<file path="src/rtl/regfile_writeback_arbiter.sv">
// Write-port arbiter for the 32x32 register file: ALU results win, LSU results are queued.
// Optional forwarding of pending writes to decode when REGWB_FWD_EN is defined.
module regfile_writeback_arbiter #(
  parameter int unsigned DEPTH = 4,
  parameter int unsigned XLEN  = 32,
  parameter int unsigned AW    = 5
) (
  input  logic                    clk,
  input  logic                    rst_n,
  input  logic                    alu_we,
  input  logic [AW-1:0]           alu_rd,
  input  logic [XLEN-1:0]         alu_data,
  input  logic                    lsu_valid,
  output logic                    lsu_ready,
  input  logic [AW-1:0]           lsu_rd,
  input  logic [XLEN-1:0]         lsu_data,
  output logic                    RegWrite,
  output logic [AW-1:0]           rd,
  output logic [XLEN-1:0]         WriteData,
  input  logic [AW-1:0]           rs1,
  input  logic [AW-1:0]           rs2,
  input  logic [AW-1:0]           chk_rd,
  output logic                    hazard,
  output logic [$clog2(DEPTH):0]  fifo_count,
  output logic                    fwd1_valid,
  output logic                    fwd2_valid,
  output logic [XLEN-1:0]         fwd1_data,
  output logic [XLEN-1:0]         fwd2_data
);
  localparam int unsigned PW = $clog2(DEPTH);
  localparam int unsigned CW = PW + 1;

  logic [AW-1:0]   rd_mem_q   [DEPTH];
  logic [XLEN-1:0] data_mem_q [DEPTH];

  logic            regwrite_q, regwrite_d;
  logic [AW-1:0]   rd_q, rd_d;
  logic [XLEN-1:0] wdata_q, wdata_d;
  logic [PW-1:0]   wr_ptr_q, wr_ptr_d, rd_ptr_q, rd_ptr_d;
  logic [CW-1:0]   count_q, count_d;

  logic alu_sel, fifo_sel, byp_sel, lsu_acc, push;
  logic hit1, hit2, hitc;
`ifdef REGWB_FWD_EN
  logic [XLEN-1:0] f1d, f2d;
`endif

  assign lsu_ready  = (count_q < CW'(DEPTH));
  assign RegWrite   = regwrite_q;
  assign rd         = rd_q;
  assign WriteData  = wdata_q;
  assign fifo_count = count_q;

  // Source selection and FIFO bookkeeping; ALU > FIFO head > LSU bypass
  always_comb begin
    alu_sel    = alu_we && (alu_rd != '0);
    fifo_sel   = !alu_sel && (count_q != '0);
    lsu_acc    = lsu_valid && lsu_ready;
    byp_sel    = !alu_sel && (count_q == '0) && lsu_acc && (lsu_rd != '0);
    push       = lsu_acc && (lsu_rd != '0) && !byp_sel;
    regwrite_d = alu_sel || fifo_sel || byp_sel;
    rd_d       = rd_q;
    wdata_d    = wdata_q;
    if (alu_sel) begin
      rd_d    = alu_rd;
      wdata_d = alu_data;
    end else if (fifo_sel) begin
      rd_d    = rd_mem_q[rd_ptr_q];
      wdata_d = data_mem_q[rd_ptr_q];
    end else if (byp_sel) begin
      rd_d    = lsu_rd;
      wdata_d = lsu_data;
    end
    wr_ptr_d = push ? wr_ptr_q + PW'(1) : wr_ptr_q;
    rd_ptr_d = fifo_sel ? rd_ptr_q + PW'(1) : rd_ptr_q;
    count_d  = count_q + CW'(push) - CW'(fifo_sel);
  end

  always_ff @(posedge clk or negedge rst_n) begin
    if (!rst_n) begin
      regwrite_q <= 1'b0;
      rd_q       <= '0;
      wdata_q    <= '0;
      wr_ptr_q   <= '0;
      rd_ptr_q   <= '0;
      count_q    <= '0;
    end else begin
      regwrite_q <= regwrite_d;
      rd_q       <= rd_d;
      wdata_q    <= wdata_d;
      wr_ptr_q   <= wr_ptr_d;
      rd_ptr_q   <= rd_ptr_d;
      count_q    <= count_d;
    end
  end

  // Entry storage needs no reset: validity is tracked by count/pointers
  always_ff @(posedge clk) begin
    if (push) begin
      rd_mem_q[wr_ptr_q]   <= lsu_rd;
      data_mem_q[wr_ptr_q] <= lsu_data;
    end
  end

  // Pending-write search: output reg first, then FIFO head->tail so the youngest match wins
  always_comb begin
    logic [PW-1:0] idx;
    hit1 = 1'b0;
    hit2 = 1'b0;
    hitc = 1'b0;
    idx  = '0;
`ifdef REGWB_FWD_EN
    f1d = '0;
    f2d = '0;
`endif
    if (regwrite_q) begin
      if (rd_q == rs1) begin
        hit1 = 1'b1;
`ifdef REGWB_FWD_EN
        f1d = wdata_q;
`endif
      end
      if (rd_q == rs2) begin
        hit2 = 1'b1;
`ifdef REGWB_FWD_EN
        f2d = wdata_q;
`endif
      end
      if (rd_q == chk_rd) hitc = 1'b1;
    end
    for (int unsigned i = 0; i < DEPTH; i++) begin
      idx = rd_ptr_q + PW'(i);
      if (CW'(i) < count_q) begin
        if (rd_mem_q[idx] == rs1) begin
          hit1 = 1'b1;
`ifdef REGWB_FWD_EN
          f1d = data_mem_q[idx];
`endif
        end
        if (rd_mem_q[idx] == rs2) begin
          hit2 = 1'b1;
`ifdef REGWB_FWD_EN
          f2d = data_mem_q[idx];
`endif
        end
        if (rd_mem_q[idx] == chk_rd) hitc = 1'b1;
      end
    end
    hit1 = hit1 && (rs1 != '0);
    hit2 = hit2 && (rs2 != '0);
    hitc = hitc && (chk_rd != '0);
  end

`ifdef REGWB_FWD_EN
  assign fwd1_valid = hit1;
  assign fwd2_valid = hit2;
  assign fwd1_data  = hit1 ? f1d : '0;
  assign fwd2_data  = hit2 ? f2d : '0;
  assign hazard     = hitc;
`else
  assign fwd1_valid = 1'b0;
  assign fwd2_valid = 1'b0;
  assign fwd1_data  = '0;
  assign fwd2_data  = '0;
  assign hazard     = hit1 || hit2 || hitc;
`endif

endmodule

</file>
<file path="config.mk">
export PLATFORM = sky130hd
export DESIGN_NAME = regfile_writeback_arbiter
export DESIGN_NICKNAME = d
export VERILOG_FILES = /design/src/rtl/regfile_writeback_arbiter.sv
export SDC_FILE = /design/constraint.sdc
export NUM_CORES = 1
export LEC_CHECK = 0
export BUFFER_PORTS_ARGS = -buffer_cell sky130_fd_sc_hd__buf_2
export CAP_MARGIN = 15
export CORE_MARGIN = 5
export CORE_UTILIZATION = 35
export DETAILED_ROUTE_END_ITERATION = 6
export MAX_ROUTING_LAYER = met4
export PLACE_DENSITY = 0.62
export SETUP_SLACK_MARGIN = 0.4
export SLEW_MARGIN = 0
export SYNTH_ARGS = -nofsm -noshare
export SYNTH_HDL_FRONTEND = slang
export SYNTH_SLANG_ARGS = --single-unit
</file>
<file path="constraint.sdc">
create_clock -name clk -period 8 [get_ports clk]
set_clock_uncertainty 0.2 [all_clocks]
set_input_delay 0.4 -clock clk [delete_from_list [all_inputs] [get_ports clk]]
set_output_delay 0.4 -clock clk [all_outputs]
set_load 0.01 [all_outputs]
</file>
==> flow_summary.json, run 1 <==
{
  "ant_nets": 0,
  "top_layer": "met4",
  "crit_path_end": "hazard",
  "dieArea_sq_um": 31200,
  "drt-total-wl_um": 22200,
  "hold_class": "in2reg",
  "vias_per_cell": 4.74,
  "worst_pin_slew_ns": 1.07,
  "final_max_slew_viol_count": 0,
  "synthCells": 695,
  "ys_async_sr_fraction_pct": 23.3,
  "switching_share_pct": 35.1,
  "wl_met2_um": 10700,
  "gp_congestion": 0.931,
  "ir_worst_vdd_mv": 0.170,
  "yosysUniqueCellTypes": 40,
  "synthesis.area_sq_um": 9730,
  "power.share.sequential_pct": 39.9,
  "drt-initial-drc-count": 410,
  "fmax_ghz": 0.241,
  "synth_seq_cells": 193,
  "hold_viol_final": 0,
  "clkTransAtPathRegs_ns": 0.07,
  "period_minus_slack_ns": 4.14,
  "ios": 202,
  "r2r_setup_slack_ns": 4.97,
  "firstDrtPassIters": 6,
  "tns_ns": 0,
  "cap_violations": 0,
  "grt_antenna_before_repair": 2,
  "worstSetupStartpoint": "rd_ptr_q[0]",
  "yosys.area.top_type": "edfxtp_1",
  "area_growth_pct": 16.1,
  "crit_fanout": 54,
  "die_w_um": 177,
  "clock_latency_ns": 0.43,
  "globalRouteOverflowTotal": 0,
  "intPower_uw": 2420,
  "cts_setup_buffers": 0,
  "synth.area.top_cells": "edfxtp_1, dfrtp_1, mux4_2",
  "route.met3.wl_um": 1490,
  "port_buffers": 135,
  "grt_pass1_wl_um": 33800,
  "die_h_um": 177,
  "rows": 61,
  "cp-end-kind": "output pin",
  "wl_per_cell_um": 18.1,
  "syn_avg_cell_area_sq_um": 14.0,
  "cts-root-buf": "clkbuf_16",
  "dp_hpwl_um": 14900,
  "rsz0062_at_grt": "no",
  "r2r_start": "fifo_count[2]",
  "drt_drc_violations_left": 0,
  "cts_buffers": 17,
  "pwr-share-clk_pct": 22.3,
  "ys.flop_type": "edfxtp_1",
  "wl_met1_um": 9680,
  "grt_use_total_pct": 14.5,
  "layout-drive-gt1-share_pct": 27.2,
  "num_vias": 5798,
  "leakage_uw": 0.00413,
  "cts_buffer_depth": 2,
  "holdWs_ns": 0.0192,
  "start_util_pct": 35.2,
  "period_share_pct": 51.8,
  "synth_top_area_share_pct": 45.7,
  "synth_edf_count": 148,
  "grt_max_degree": 71,
  "r2r_end": "data_mem_q[2][28]",
  "crit_arrival_ns": 3.54,
  "ys_seq_area_share_pct": 57.3,
  "slew_headroom_pct": 28.6,
  "nets": 934,
  "reg2reg_depth": 4,
  "powerDensity_nw_per_um2": 330,
  "clock_sinks": 193,
  "comb_power_share_pct": 37.8,
  "yosysWarnings": 0,
  "status": "complete, no violations",
  "grt_pass1_vias": 5893,
  "criticalPathCategory": "reg2out",
  "setup_violations": 0,
  "critPathLaunchType": "flop",
  "core_area_sq_um": 27600,
  "netSwitchingPower_uw": 1310,
  "cts_max_level": 4,
  "required_ns": 7.40,
  "cts_tree": "yes"
}
-- worst min path at each step --
stage	to	cells after the start	start	slack (ns)
global placement	WriteData[8]	2	WriteData[8]	0.26
detailed placement	WriteData[23]	2	WriteData[23]	0.27
global route	data_mem_q[3][13]	1	lsu_data[13]	0.003
finish	data_mem_q[2][8]	1	lsu_data[8]	0.02
floorplan	RegWrite	0	rst_n	-0.1
CTS	data_mem_q[2][24]	1	lsu_data[24]	0.0005
-- kinds of logic (layout without fill, tap and decap cells) --
family                     after synthesis  in the layout  share of synthesized area [%]
xor gates and xnor gates                79             79                           7.11
DFF                                    193            193                           57.3
and+or+nand+nor                        113            113                           5.39
buffers and inverters                  124            209                           7.94
AOI/OAI and AO/OA                       87             87                           4.84
adders and majority gates                9              9                           1.23
muxes                                   89             89                           16.2
other                                    1             67                         0.0386
-- through the flow --
step,setup slack (ns),util [%],instance area (sq um),cells,power [uW]
after floorplan,5.23,-,9970,760,2550
after global placement,4.32,37.8,10500,1166,2920
after detailed placement,4.32,37.8,10500,1166,2930
after CTS,3.83,40.9,11300,1223,3780
after global routing,3.65,40.9,11300,1224,3960
final,3.86,40.9,11300,1224,3730
-- worst max-delay path, stage by stage, from the launching register on --
cell and delay [ns]:
dfrtp_4 1.07, mux4_1 0.79, xnor2_1 0.18, nand4_1 0.10, nor3_1 0.06, or4_4 0.52
o21ai_2 0.07, o211ai_2 0.09, buf_2 0.15
-- layout make-up --
| class | count | area, sq um |
|---|---|---|
| antenna | 1 | 2.50 |
| inverter | 12 | 45.0 |
| timing repair buffer | 165 | 963 |
| tap | 378 | 473 |
| multi-input combinational | 443 | 3650 |
| clock buffer | 17 | 425 |
| fill | 2586 | 16300 |
| clock inverter | 15 | 154 |
| sequential | 193 | 5580 |
-- timing repair --
action                    4_1_cts  5_1_grt
gates resized for setup         0        0
hold endpoints to repair      139        0
hold buffers                   25        0
-- registers in the layout, indices dropped and copies added (netlist names) --
name / cells
wr_ptr_q: 2
data_mem_q: 128
fifo_count: 3
RegWrite: 1
rd_ptr_q: 2
rd_mem_q: 20
WriteData: 32
rd: 5
-- placed cells by master, fill, tap and decap left out, drive strengths merged --
| master | n |
|---|---|
| a21oi | 4 |
| a221oi | 2 |
| a311oi | 1 |
| a31oi | 3 |
| and2 | 4 |
| and3 | 4 |
| buf | 140 |
| bufinv | 1 |
| clkbuf | 17 |
| clkinv | 7 |
| clkinvlp | 1 |
| conb | 66 |
| dfrtp | 45 |
| diode | 1 |
| dlygate4sd3 | 25 |
| edfxtp | 148 |
| fa | 1 |
| ha | 8 |
| inv | 18 |
| mux2 | 2 |
| mux2i | 35 |
| mux4 | 52 |
| nand2 | 72 |
| nand3 | 2 |
| nand4 | 7 |
| nor2 | 1 |
| nor2b | 2 |
| nor3 | 7 |
| nor4 | 8 |
| o211ai | 2 |
| o21ai | 73 |
| o2bb2ai | 1 |
| o31ai | 1 |
| or4 | 6 |
| xnor2 | 41 |
| xor2 | 38 |
-- metal layers --
metal  global-route usage, %  vias to the layer above
met4                    4.22                        0
met5                       -                        -
li1                        -                     2708
met1                    18.8                     2854
met3                    3.16                       22
met2                    23.2                      214
-- power by group through the flow --
stage / clock (uW) / sequential, uW / combinational (uW)
floorplan: 0 / 1460 / 1100
finish: 831 / 1490 / 1410
detailed placement: 0 / 1510 / 1420
CTS: 849 / 1500 / 1430
global route: 893 / 1530 / 1540
global placement: 0 / 1510 / 1410
-- cells in the mapped netlist (5+ instances only) --
library cell	number
o21ai_1	13
o21ai_0	59
nand4_1	7
dfrtp_1	45
inv_1	12
nor4_1	8
clkbuf_1	24
buf_2	6
buf_1	11
ha_1	8
or4_1	5
edfxtp_1	148
mux4_2	44
mux2i_1	35
xor2_1	38
mux4_1	8
buf_4	67
nor3_1	7
nand2_1	72
xnor2_1	41
Power figures use the tool's default switching activity.
==> run 2, diff against run 1 <==
PLACE_DENSITY = 0.64   (was 0.62)
clock period = 3.6 ns   (was 8 ns; I/O delays follow)
==> run 2 against run 1 <==
Compared with the run above:
- clock power rose by 130%
- final area rose by 6.6%
- critical path depth did not move
- global-route usage rose by 1.0 points
- combinational power rose to 2.5 times the previous value
- wire length rose by 5.1%
- die area did not move
- total power rose by 130%
- cell count rose by 5.6%
- via count rose by 6.2%
- worst hold slack improved by 0.00064 ns
- critical path type unchanged
==> flow_summary.json, run 2 (synthesized netlist as in run 1, its figures left out) <==
{
  "status": "complete, no violations",
  "drt_drc_violations_left": 0,
  "cts_buffer_depth": 2,
  "period_share_pct": 86.9,
  "vias_per_cell": 4.76,
  "nets": 1004,
  "rows": 61,
  "worstSetupStartpoint": "rd_ptr_q[0]",
  "setup_violations": 0,
  "num_vias": 6155,
  "grt_pass1_wl_um": 36300,
  "n_antenna_cell": 0,
  "preCtsSetupSlack_ns": 0.723,
  "core_area_sq_um": 27600,
  "ios": 202,
  "clock_latency_ns": 0.42,
  "cts_buffers": 17,
  "cts_tree": "yes",
  "cp-end-kind": "output pin",
  "critPathLaunchType": "flop",
  "crit_fanout": 6,
  "wl_met2_um": 11200,
  "fin_ws_ns": 0.473,
  "gp_congestion": 0.867,
  "rsz0062_at_grt": "yes",
  "regArea_sq_um": 5580,
  "clkTransAtPathRegs_ns": 0.07,
  "largest_reg_flops": 128,
  "grt_pass1_vias": 6301,
  "clock_sinks": 193,
  "criticalPathCategory": "reg2out",
  "cts_max_level": 4,
  "firstDrtPassIters": 5,
  "wl_per_cell_um": 18.0,
  "fillers": 2519,
  "grt_use_total_pct": 15.5,
  "fmax_ghz": 0.320,
  "slew_headroom_pct": 56.5,
  "mostFrequentLayoutCell": "edfxtp_1",
  "tns_ns": 0,
  "die_h_um": 177,
  "hold_viol_final": 0,
  "final_max_slew_viol_count": 0,
  "required_ns": 3.22,
  "ir_worst_vdd_mv": 0.335,
  "r2r_setup_slack_ns": 0.74,
  "cts-root-buf": "clkbuf_16",
  "dieArea_sq_um": 31200,
  "grt_max_degree": 65,
  "r2r_start": "fifo_count[2]",
  "port_buffers": 135,
  "wl_met1_um": 10300,
  "globalRouteOverflowTotal": 0,
  "hold_class": "in2async",
  "powerDensity_nw_per_um2": 713,
  "grt_antenna_before_repair": 0,
  "period_minus_slack_ns": 3.13,
  "start_util_pct": 35.2,
  "final_cell_mix": "edfxtp_1, buf_2, dlygate4sd3_1",
  "route.met3.wl_um": 1480,
  "worst_pin_slew_ns": 0.652,
  "r2r_end": "fifo_count[2]",
  "top_layer": "met4",
  "dp_hpwl_um": 15400,
  "crit_arrival_ns": 2.75,
  "cap_violations": 0,
  "reg2reg_depth": 9,
  "ant_nets": 0,
  "leakage_uw": 0.00445,
  "regMostFlops": "data_mem_q",
  "drt-initial-drc-count": 390,
  "die_w_um": 177,
  "drt-total-wl_um": 23300,
  "layout-drive-gt1-share_pct": 27.8,
  "multi_input_area_sq_um": 3640,
  "area_growth_pct": 23.7
}
-- run 2: cell count changes in the layout (fill, tap and decap cells not counted), moves of 2 or more --
cell	before	now
mux4_1	8	2
inv_8	1	3
buf_4	5	16
inv_6	5	2
buf_12	0	5
mux4_2	44	50
dlygate4sd3_1	25	77
-- run 2: final cells by class --
| type | instances | share of cell area, % |
|---|---|---|
| clock inverter | 13 | 1.24 |
| inverter | 12 | 0.374 |
| clock buffer | 19 | 3.68 |
| tap | 378 | 3.93 |
| multi-input combinational | 443 | 30.2 |
| timing repair buffer | 235 | 14.2 |
| sequential | 193 | 46.4 |
-- run 2: worst max-delay path, cell delays in order (launching register included) --
cell,delay [ns]
dfrtp_4,0.46
clkbuf_16,0.17
mux4_2,0.57
xnor2_1,0.15
and3_1,0.19
or4_4,0.48
o21ai_2,0.07
o211ai_2,0.08
buf_2,0.15
-- run 2: how the worst max path moves through the flow --
stage / end / slack (ns) / depth (start not counted)
finish: hazard / 0.47 / 8
global route: hazard / 0.38 / 9
CTS: hazard / 0.41 / 9
detailed placement: hazard / 0.72 / 8
global placement: hazard / 0.72 / 8
floorplan: data_mem_q[0][0] / 0.87 / 4
-- run 2: layer usage --
| layer | track usage (%) | up-vias |
|---|---|---|
| met2 | 25.1 | 255 |
| met5 | - | - |
| met3 | 2.35 | 21 |
| li1 | - | 2838 |
| met1 | 20.6 | 3041 |
| met4 | 4.32 | 0 |
-- run 2: metrics by stage --
step	hold slack, ns	instance area [sq um]	util [%]	total power (uW)	std cells
final	0.0199	12000	43.6	8580	1293
after global routing	0.0606	12000	43.6	9130	1293
after CTS	0.00809	12000	43.3	8610	1289
after detailed placement	-0.0600	10600	38.3	6560	1177
after global placement	-0.0680	10600	38.3	6500	1177
after floorplan	-0.316	9970	-	5670	760
-- run 2: repair_timing --
action / CTS / global route
setup endpoints to repair: 1 / 1
setup buffers: 3 / 3
cloned: 0 / 1
gates resized for setup: 6 / 5
pin swaps: 0 / 0
endpoints found under the hold margin: 200 / 0
hold buffers: 77 / 0
-- run 2: report_power, final --
part	internal, uW	switching, uW	leakage, uW
Sequential	2900	272	0.00186
Clock	1000	875	0.000291
Combinational	1710	1820	0.00230
Total	5610	2970	0.00445
